**src/rtl/mem_arb_pkg.sv**
```systemverilog
// Shared types for the CPU/DMA memory arbiter: owner and FSM state encodings,
// plus a helper that sizes small saturating counters.
package mem_arb_pkg;

  typedef enum logic [1:0] {
    OWN_NONE = 2'd0,
    OWN_CPU  = 2'd1,
    OWN_DMA  = 2'd2
  } owner_t;

  typedef enum logic [1:0] {
    IDLE  = 2'd0,
    ISSUE = 2'd1,
    WAIT  = 2'd2,
    DONE  = 2'd3
  } arb_state_t;

  // Bits needed to hold 0..max_val, never less than one bit.
  function automatic int unsigned ctr_width(input int unsigned max_val);
    return (max_val < 1) ? 1 : $clog2(max_val + 1);
  endfunction

endpackage

```
**src/rtl/mem_arbiter_if.sv**
```systemverilog
// Bundle of the two requester ports and the memory port of mem_arbiter.
// slave = arbiter side, master = requesters plus memory array side.
interface mem_arbiter_if #(
  parameter int AW = 32,
  parameter int DW = 32
);
  // req/ready: a requester raises req with we/addr/wdata stable and holds them
  // until a one-cycle ready pulse; rdata is meaningful only while ready=1.
  logic          cpu_req;
  logic          cpu_we;
  logic [AW-1:0] cpu_addr;
  logic [DW-1:0] cpu_wdata;
  logic [DW-1:0] cpu_rdata;
  logic          cpu_ready;

  logic          dma_req;
  logic          dma_we;
  logic [AW-1:0] dma_addr;
  logic [DW-1:0] dma_wdata;
  logic [DW-1:0] dma_rdata;
  logic          dma_ready;

  logic          mem_en;
  logic          mem_we;
  logic [AW-1:0] mem_addr;
  logic [DW-1:0] mem_wdata;
  logic [DW-1:0] mem_rdata;

  modport slave (
    input  cpu_req, cpu_we, cpu_addr, cpu_wdata,
    output cpu_rdata, cpu_ready,
    input  dma_req, dma_we, dma_addr, dma_wdata,
    output dma_rdata, dma_ready,
    output mem_en, mem_we, mem_addr, mem_wdata,
    input  mem_rdata
  );

  modport master (
    output cpu_req, cpu_we, cpu_addr, cpu_wdata,
    input  cpu_rdata, cpu_ready,
    output dma_req, dma_we, dma_addr, dma_wdata,
    input  dma_rdata, dma_ready,
    input  mem_en, mem_we, mem_addr, mem_wdata,
    output mem_rdata
  );
endinterface

```
**src/rtl/mem_arb_fair.sv**
```systemverilog
// Winner pick for the arbiter: CPU has priority, but after STARVE_MAX
// consecutive CPU wins over a waiting DMA the DMA takes the next decision.
module mem_arb_fair
  import mem_arb_pkg::*;
#(
  parameter int STARVE_MAX = 4
) (
  input  logic clk,
  input  logic reset,
  input  logic cpu_req,
  input  logic dma_req,
  input  logic decide,
  output logic grant_cpu,
  output logic grant_dma
);

  localparam int CW = ctr_width(STARVE_MAX);
  localparam logic [CW-1:0] CTR_MAX = CW'(STARVE_MAX);

  logic [CW-1:0] ctr_q, ctr_d;

  always_comb begin
    grant_dma = decide && dma_req && (!cpu_req || (ctr_q == CTR_MAX));
    grant_cpu = decide && cpu_req && !grant_dma;
    ctr_d     = ctr_q;
    // Only a CPU win over a pending DMA ages the counter; anything else resets it.
    if (decide) begin
      if (grant_cpu && dma_req) begin
        ctr_d = (ctr_q == CTR_MAX) ? ctr_q : ctr_q + 1'b1;
      end else begin
        ctr_d = '0;
      end
    end
  end

  always_ff @(posedge clk) begin
    if (reset) begin
      ctr_q <= '0;
    end else begin
      ctr_q <= ctr_d;
    end
  end

endmodule

```
**src/rtl/mem_arbiter.sv**
```systemverilog
// Shares one memory between a CPU port and a DMA port. One access at a time:
// decide in IDLE, strobe the memory in ISSUE, wait out read latency, pulse ready.
module mem_arbiter
  import mem_arb_pkg::*;
#(
  parameter int AW         = 32,
  parameter int DW         = 32,
  parameter int RD_LAT     = 1,
  parameter int STARVE_MAX = 4
) (
  input  logic          clk,
  input  logic          reset,
  mem_arbiter_if.slave  bus,
  output owner_t        owner,
  output arb_state_t    state_dbg
);

  localparam int LW = ctr_width(RD_LAT);

  arb_state_t    state_q;
  owner_t        owner_q;
  logic          mem_en_q;
  logic          mem_we_q;
  logic [AW-1:0] mem_addr_q;
  logic [DW-1:0] mem_wdata_q;
  logic          cpu_ready_q;
  logic          dma_ready_q;
  logic [LW-1:0] lat_q;
  logic          grant_cpu;
  logic          grant_dma;

  mem_arb_fair #(
    .STARVE_MAX(STARVE_MAX)
  ) u_fair (
    .clk      (clk),
    .reset    (reset),
    .cpu_req  (bus.cpu_req),
    .dma_req  (bus.dma_req),
    .decide   (state_q == IDLE),
    .grant_cpu(grant_cpu),
    .grant_dma(grant_dma)
  );

  always_ff @(posedge clk) begin
    if (reset) begin
      state_q     <= IDLE;
      owner_q     <= OWN_NONE;
      mem_en_q    <= 1'b0;
      mem_we_q    <= 1'b0;
      mem_addr_q  <= '0;
      mem_wdata_q <= '0;
      cpu_ready_q <= 1'b0;
      dma_ready_q <= 1'b0;
      lat_q       <= '0;
    end else begin
      case (state_q)
        IDLE: begin
          if (grant_dma) begin
            state_q     <= ISSUE;
            owner_q     <= OWN_DMA;
            mem_en_q    <= 1'b1;
            mem_we_q    <= bus.dma_we;
            mem_addr_q  <= bus.dma_addr;
            mem_wdata_q <= bus.dma_wdata;
          end else if (grant_cpu) begin
            state_q     <= ISSUE;
            owner_q     <= OWN_CPU;
            mem_en_q    <= 1'b1;
            mem_we_q    <= bus.cpu_we;
            mem_addr_q  <= bus.cpu_addr;
            mem_wdata_q <= bus.cpu_wdata;
          end
        end
        ISSUE: begin
          mem_en_q <= 1'b0;
          mem_we_q <= 1'b0;
          // mem_we_q still holds the latched direction during ISSUE.
          if (mem_we_q || (RD_LAT == 1)) begin
            state_q     <= DONE;
            cpu_ready_q <= (owner_q == OWN_CPU);
            dma_ready_q <= (owner_q == OWN_DMA);
          end else begin
            state_q <= WAIT;
            lat_q   <= LW'(RD_LAT - 2);
          end
        end
        WAIT: begin
          if (lat_q == '0) begin
            state_q     <= DONE;
            cpu_ready_q <= (owner_q == OWN_CPU);
            dma_ready_q <= (owner_q == OWN_DMA);
          end else begin
            lat_q <= lat_q - 1'b1;
          end
        end
        DONE: begin
          state_q     <= IDLE;
          owner_q     <= OWN_NONE;
          cpu_ready_q <= 1'b0;
          dma_ready_q <= 1'b0;
        end
        default: state_q <= IDLE;
      endcase
    end
  end

  assign bus.mem_en    = mem_en_q;
  assign bus.mem_we    = mem_we_q;
  assign bus.mem_addr  = mem_addr_q;
  assign bus.mem_wdata = mem_wdata_q;
  assign bus.cpu_ready = cpu_ready_q;
  assign bus.dma_ready = dma_ready_q;
  assign bus.cpu_rdata = bus.mem_rdata;
  assign bus.dma_rdata = bus.mem_rdata;
  assign owner         = owner_q;
  assign state_dbg     = state_q;

endmodule

```
**src/flat_wrapper.sv**
```systemverilog
// flat-port wrapper written by rule: the top's interface ports become plain ports
module mem_arbiter_flat import mem_arb_pkg::*;
#(
  parameter int AW         = 32,
  parameter int DW         = 32,
  parameter int RD_LAT     = 1,
  parameter int STARVE_MAX = 4
)
  (clk, reset, owner, state_dbg, bus_cpu_req, bus_cpu_we, bus_cpu_addr, bus_cpu_wdata, bus_cpu_rdata, bus_cpu_ready, bus_dma_req, bus_dma_we, bus_dma_addr, bus_dma_wdata, bus_dma_rdata, bus_dma_ready, bus_mem_en, bus_mem_we, bus_mem_addr, bus_mem_wdata, bus_mem_rdata);
  mem_arbiter_if #(.AW(AW), .DW(DW)) bus_i ();
  input  logic clk;
  input  logic reset;
  output owner_t owner;
  output arb_state_t state_dbg;
  input wire logic [$bits(bus_i.cpu_req)-1:0] bus_cpu_req;
  input wire logic [$bits(bus_i.cpu_we)-1:0] bus_cpu_we;
  input wire logic [$bits(bus_i.cpu_addr)-1:0] bus_cpu_addr;
  input wire logic [$bits(bus_i.cpu_wdata)-1:0] bus_cpu_wdata;
  output wire logic [$bits(bus_i.cpu_rdata)-1:0] bus_cpu_rdata;
  output wire logic [$bits(bus_i.cpu_ready)-1:0] bus_cpu_ready;
  input wire logic [$bits(bus_i.dma_req)-1:0] bus_dma_req;
  input wire logic [$bits(bus_i.dma_we)-1:0] bus_dma_we;
  input wire logic [$bits(bus_i.dma_addr)-1:0] bus_dma_addr;
  input wire logic [$bits(bus_i.dma_wdata)-1:0] bus_dma_wdata;
  output wire logic [$bits(bus_i.dma_rdata)-1:0] bus_dma_rdata;
  output wire logic [$bits(bus_i.dma_ready)-1:0] bus_dma_ready;
  output wire logic [$bits(bus_i.mem_en)-1:0] bus_mem_en;
  output wire logic [$bits(bus_i.mem_we)-1:0] bus_mem_we;
  output wire logic [$bits(bus_i.mem_addr)-1:0] bus_mem_addr;
  output wire logic [$bits(bus_i.mem_wdata)-1:0] bus_mem_wdata;
  input wire logic [$bits(bus_i.mem_rdata)-1:0] bus_mem_rdata;
  assign bus_i.cpu_req = bus_cpu_req;
  assign bus_i.cpu_we = bus_cpu_we;
  assign bus_i.cpu_addr = bus_cpu_addr;
  assign bus_i.cpu_wdata = bus_cpu_wdata;
  assign bus_cpu_rdata = bus_i.cpu_rdata;
  assign bus_cpu_ready = bus_i.cpu_ready;
  assign bus_i.dma_req = bus_dma_req;
  assign bus_i.dma_we = bus_dma_we;
  assign bus_i.dma_addr = bus_dma_addr;
  assign bus_i.dma_wdata = bus_dma_wdata;
  assign bus_dma_rdata = bus_i.dma_rdata;
  assign bus_dma_ready = bus_i.dma_ready;
  assign bus_mem_en = bus_i.mem_en;
  assign bus_mem_we = bus_i.mem_we;
  assign bus_mem_addr = bus_i.mem_addr;
  assign bus_mem_wdata = bus_i.mem_wdata;
  assign bus_i.mem_rdata = bus_mem_rdata;
  mem_arbiter #(.AW(AW), .DW(DW), .RD_LAT(RD_LAT), .STARVE_MAX(STARVE_MAX)) u_core (.clk(clk), .reset(reset), .bus(bus_i), .owner(owner), .state_dbg(state_dbg));
endmodule
```
**config.mk**
```make
export PLATFORM = sky130hd
export DESIGN_NAME = mem_arbiter_flat
export DESIGN_NICKNAME = d
export VERILOG_FILES = /design/src/rtl/mem_arb_pkg.sv /design/src/rtl/mem_arbiter_if.sv /design/src/rtl/mem_arb_fair.sv /design/src/rtl/mem_arbiter.sv /design/src/flat_wrapper.sv
export SDC_FILE = /design/constraint.sdc
export NUM_CORES = 1
export LEC_CHECK = 0
export ABC_CLOCK_PERIOD_IN_PS = 1650
export CORE_MARGIN = 2
export CORE_UTILIZATION = 33
export DETAILED_ROUTE_END_ITERATION = 6
export MAX_ROUTING_LAYER = met4
export PLACE_DENSITY = 0.79
export SYNTH_ARGS = -nofsm -noshare
export SYNTH_HDL_FRONTEND = slang
export SYNTH_SLANG_ARGS = --single-unit
```
**constraint.sdc**
```tcl
create_clock -name clk -period 1.65 [get_ports clk]
set_input_delay 0.33 -clock clk [delete_from_list [all_inputs] [get_ports clk]]
set_output_delay 0.33 -clock clk [all_outputs]
set_load 0.05 [all_outputs]
```
==> qor.csv <==
metric,value,unit
PD cells,1140,nW/um^2
Vias/cell,5.37,
Crit Path Max Fanout,10,
Setup crit start kind,primary input,
Clock Skews,3.32,ps
post-layout min period,1580,ps
status,"finished, final reports clean",
worst path required time,1890,ps
synthesized area,4200,sq um
Die Y,117,um
Logic pwr share,0.400,
dpl ws,-257,ps
top_reg_cell synth,dfxtp_1,
max-cap violations,0,
cell taking the most area after synthesis,dfxtp_1,
RSZ-0062 raised after global routing,false,
sum of negative setup slack,0,ps
Placer Congestion,0.866,
fin area,6290,sq um
Final Setup Violations,0,
vias in the first global route,4074,
Area Overhead vs Synth,49.7,%
WL/cell,18.4,um
Total Routing Usage GR,0.201,
initial antenna violation count,1,
# IOs,302,
Clock Sinks,75,
final layout net count,810,
Overflow after GRT,0,
Mapped Cells,505,
layout cells sized above 1,0.211,
R2R cell count,7,
worst slew pin tran,380,ps
Post-Route WL,14900,um
switch share,0.370,
worst hold start,reset,
Clock Latency Late Sink,330,ps
hold violation count in the final report,0,
Core Rows,41,
chip width,117,um
timing-limited maximum frequency,633,MHz
R2R Setup Slk,90,ps
Reg-to-Reg End,u_core.bus.mem_wdata[11],
CTS Buf Count,9,
core area,12500,sq um
Starting Density,0.336,
first-pass GRT wire length,20600,um
WS Path Type,in -> reg,
clock power share,0.290,
number of nets still failing antenna checks after routing,0,
Die Footprint,13700,sq um
H-tree levels,3,
Rel. slew slack,0.745,
Initial DRC Count,439,
"top cells by area, synth","dfxtp_1, buf_4, a211oi_1, a31oi_1, nor2_1",
sw power,2.65,mW
1st-pass router iterations,4,
total number of vias,4370,
clk buf depth,2,
asr flop ratio synth,0,
Max Slew Vio Count,0,
final worst slack,71.1,ps
syn nets,678,
"Clk pin slew, worst setup/hold paths",60,ps
share of the synthesized area in the top cell type,0.357,
PortBufs,205,
Worst R2R Start,u_core.u_fair.ctr_q[0],
root buffer cell,clkbuf_16,
largest net degree at the start of global routing,42,
hpwl dp,9850,um
peak supply drop,0.476,mV
"Seq/Total Area, Yosys",0.357,
"Cell Area, Placed",5790,sq um
hold depth,2,
Netlist cell types,35,
syn_area_per_cell,8.32,sq um
Int Pwr,4.51,mW
Setup crit end kind,register,
CTS tree,yes,
Layout Utilization,0.503,
Ys Warns,0,
leakage power,2.45,nW
Hold Path End,u_core.state_dbg[1],
crit path DAT,1820,ps
crit share post-route,0.957,
DR DRC count,0,
sequential power share,0.309,
HP Class,in -> reg,
Synth Register Bits,75,
number of synthesized flops with an enable pin,0,
==> how the worst max path moves through the flow <==
stage | endpoint | slack [ps] | from
final | u_core.bus.mem_wdata[3] | 70 | bus_cpu_req
after global routing | u_core.bus.mem_wdata[21] | 0.07 | bus_dma_req
after CTS | u_core.bus.mem_wdata[11] | 3 | u_core.u_fair.ctr_q[0]
after detailed placement | u_core.bus.mem_wdata[11] | -260 | bus_cpu_req
after global placement | u_core.bus.mem_wdata[18] | -190 | bus_dma_req
after floorplan | u_core.bus.mem_addr[15] | 60 | u_core.state_dbg[0]
==> per-layer routing <==
| layer | part of all wire | GRT usage |
|---|---|---|
| met4 | 0.034 | 0.115 |
| met3 | 0.090 | 0.0463 |
| met1 | 0.40 | 0.224 |
| met5 | 0 | - |
| met2 | 0.48 | 0.330 |
==> cell families (layout without fill, tap and decap cells) <==
kind of cell / Yosys count / after routing / share of synthesized area
AOI/OAI and AO/OA: 212 / 212 / 0.324
buffers and inverters: 120 / 256 / 0.203
xor gates and xnor gates: 2 / 2 / 0.00417
other: 0 / 1 / 0
and+or+nand+nor: 88 / 88 / 0.0884
adders and majority gates: 7 / 7 / 0.0208
muxes: 1 / 1 / 0.00238
DFF: 75 / 75 / 0.357
==> worst max-delay path, cell delays in order <==
cell	delay, ps
clkdlybuf4s50_1	470
buf_4	200
o21ai_4	190
buf_4	170
buf_6	150
a31oi_1	60
a211oi_1	240
==> cell usage after synthesis (all sizes together) (4+ instances only) <==
| cell | n |
|---|---|
| clkbuf | 9 |
| nor2 | 71 |
| nor3 | 4 |
| nand2 | 5 |
| o21ai | 69 |
| a211oi | 65 |
| ha | 7 |
| a21oi | 7 |
| buf | 107 |
| a31oi | 64 |
| dfxtp | 75 |
| inv | 4 |
==> layout make-up <==
type	instances	area [sq um]
sequential	75	1510
timing repair buffer	237	2370
tap	172	215
multi-input combinational	310	1870
antenna	1	2.50
clock buffer	10	229
clock inverter	5	78.8
fill	1192	6220
inverter	4	15.0
==> placed cells by master, fill, tap and decap left out, types with 2 or more instances in the layout <==
master           Yosys  layout
dfxtp_2              0       2
buf_6               16       2
ha_1                 7       5
dfxtp_1             75      71
o21ai_0             52      51
clkinv_2             0       2
nor2_1              71      71
a21oi_1              7       7
nor4b_1              2       2
nor3_1               4       4
o21ai_1             16      17
clkbuf_16            0      13
clkdlybuf4s50_1      0     132
a31oi_1             64      64
buf_4               67      84
buf_12               0      13
dfxtp_4              0       2
inv_1                4       3
bufinv_16            0       2
a211oi_1            65      64
nand2_1              5       4
==> registers in the layout, indices dropped and copies added (netlist names) <==
| name | flops |
|---|---|
| u_core.bus.cpu_ready | 1 |
| u_core.bus.dma_ready | 1 |
| u_core.bus.mem_addr | 32 |
| u_core.bus.mem_en | 1 |
| u_core.bus.mem_wdata | 32 |
| u_core.bus.mem_we | 1 |
| u_core.owner | 2 |
| u_core.state_dbg | 2 |
| u_core.u_fair.ctr_q | 3 |
==> power groups by stage <==
stage | Sequential (mW) | Clock [mW] | Combinational (mW)
final | 2.22 | 2.08 | 2.87
after global routing | 2.24 | 2.19 | 3.06
after CTS | 2.21 | 2.13 | 2.75
after global placement | 2.24 | 0 | 2.70
after floorplan | 3.06 | 0 | 1.33
after detailed placement | 2.25 | 0 | 2.74
==> timing repair <==
| action | in CTS | in global routing |
|---|---|---|
| pin swaps | 1 | 9 |
| gates resized for setup | 1 | 9 |
| gates cloned | 0 | 5 |
| endpoints found under the setup margin | 15 | 57 |
| hold buffers | 0 | 0 |
| setup buffers | 0 | 5 |
==> per-stage QoR <==
step	cells	total power, mW	hold WS, ps
2_1_floorplan	505	4.39	493
3_3_place_gp	788	4.94	477
3_5_place_dp	788	4.99	494
4_1_cts	803	7.09	286
5_1_grt	814	7.50	311
6_report	814	7.16	302
Note: power is estimated with default switching activity, not from simulation.
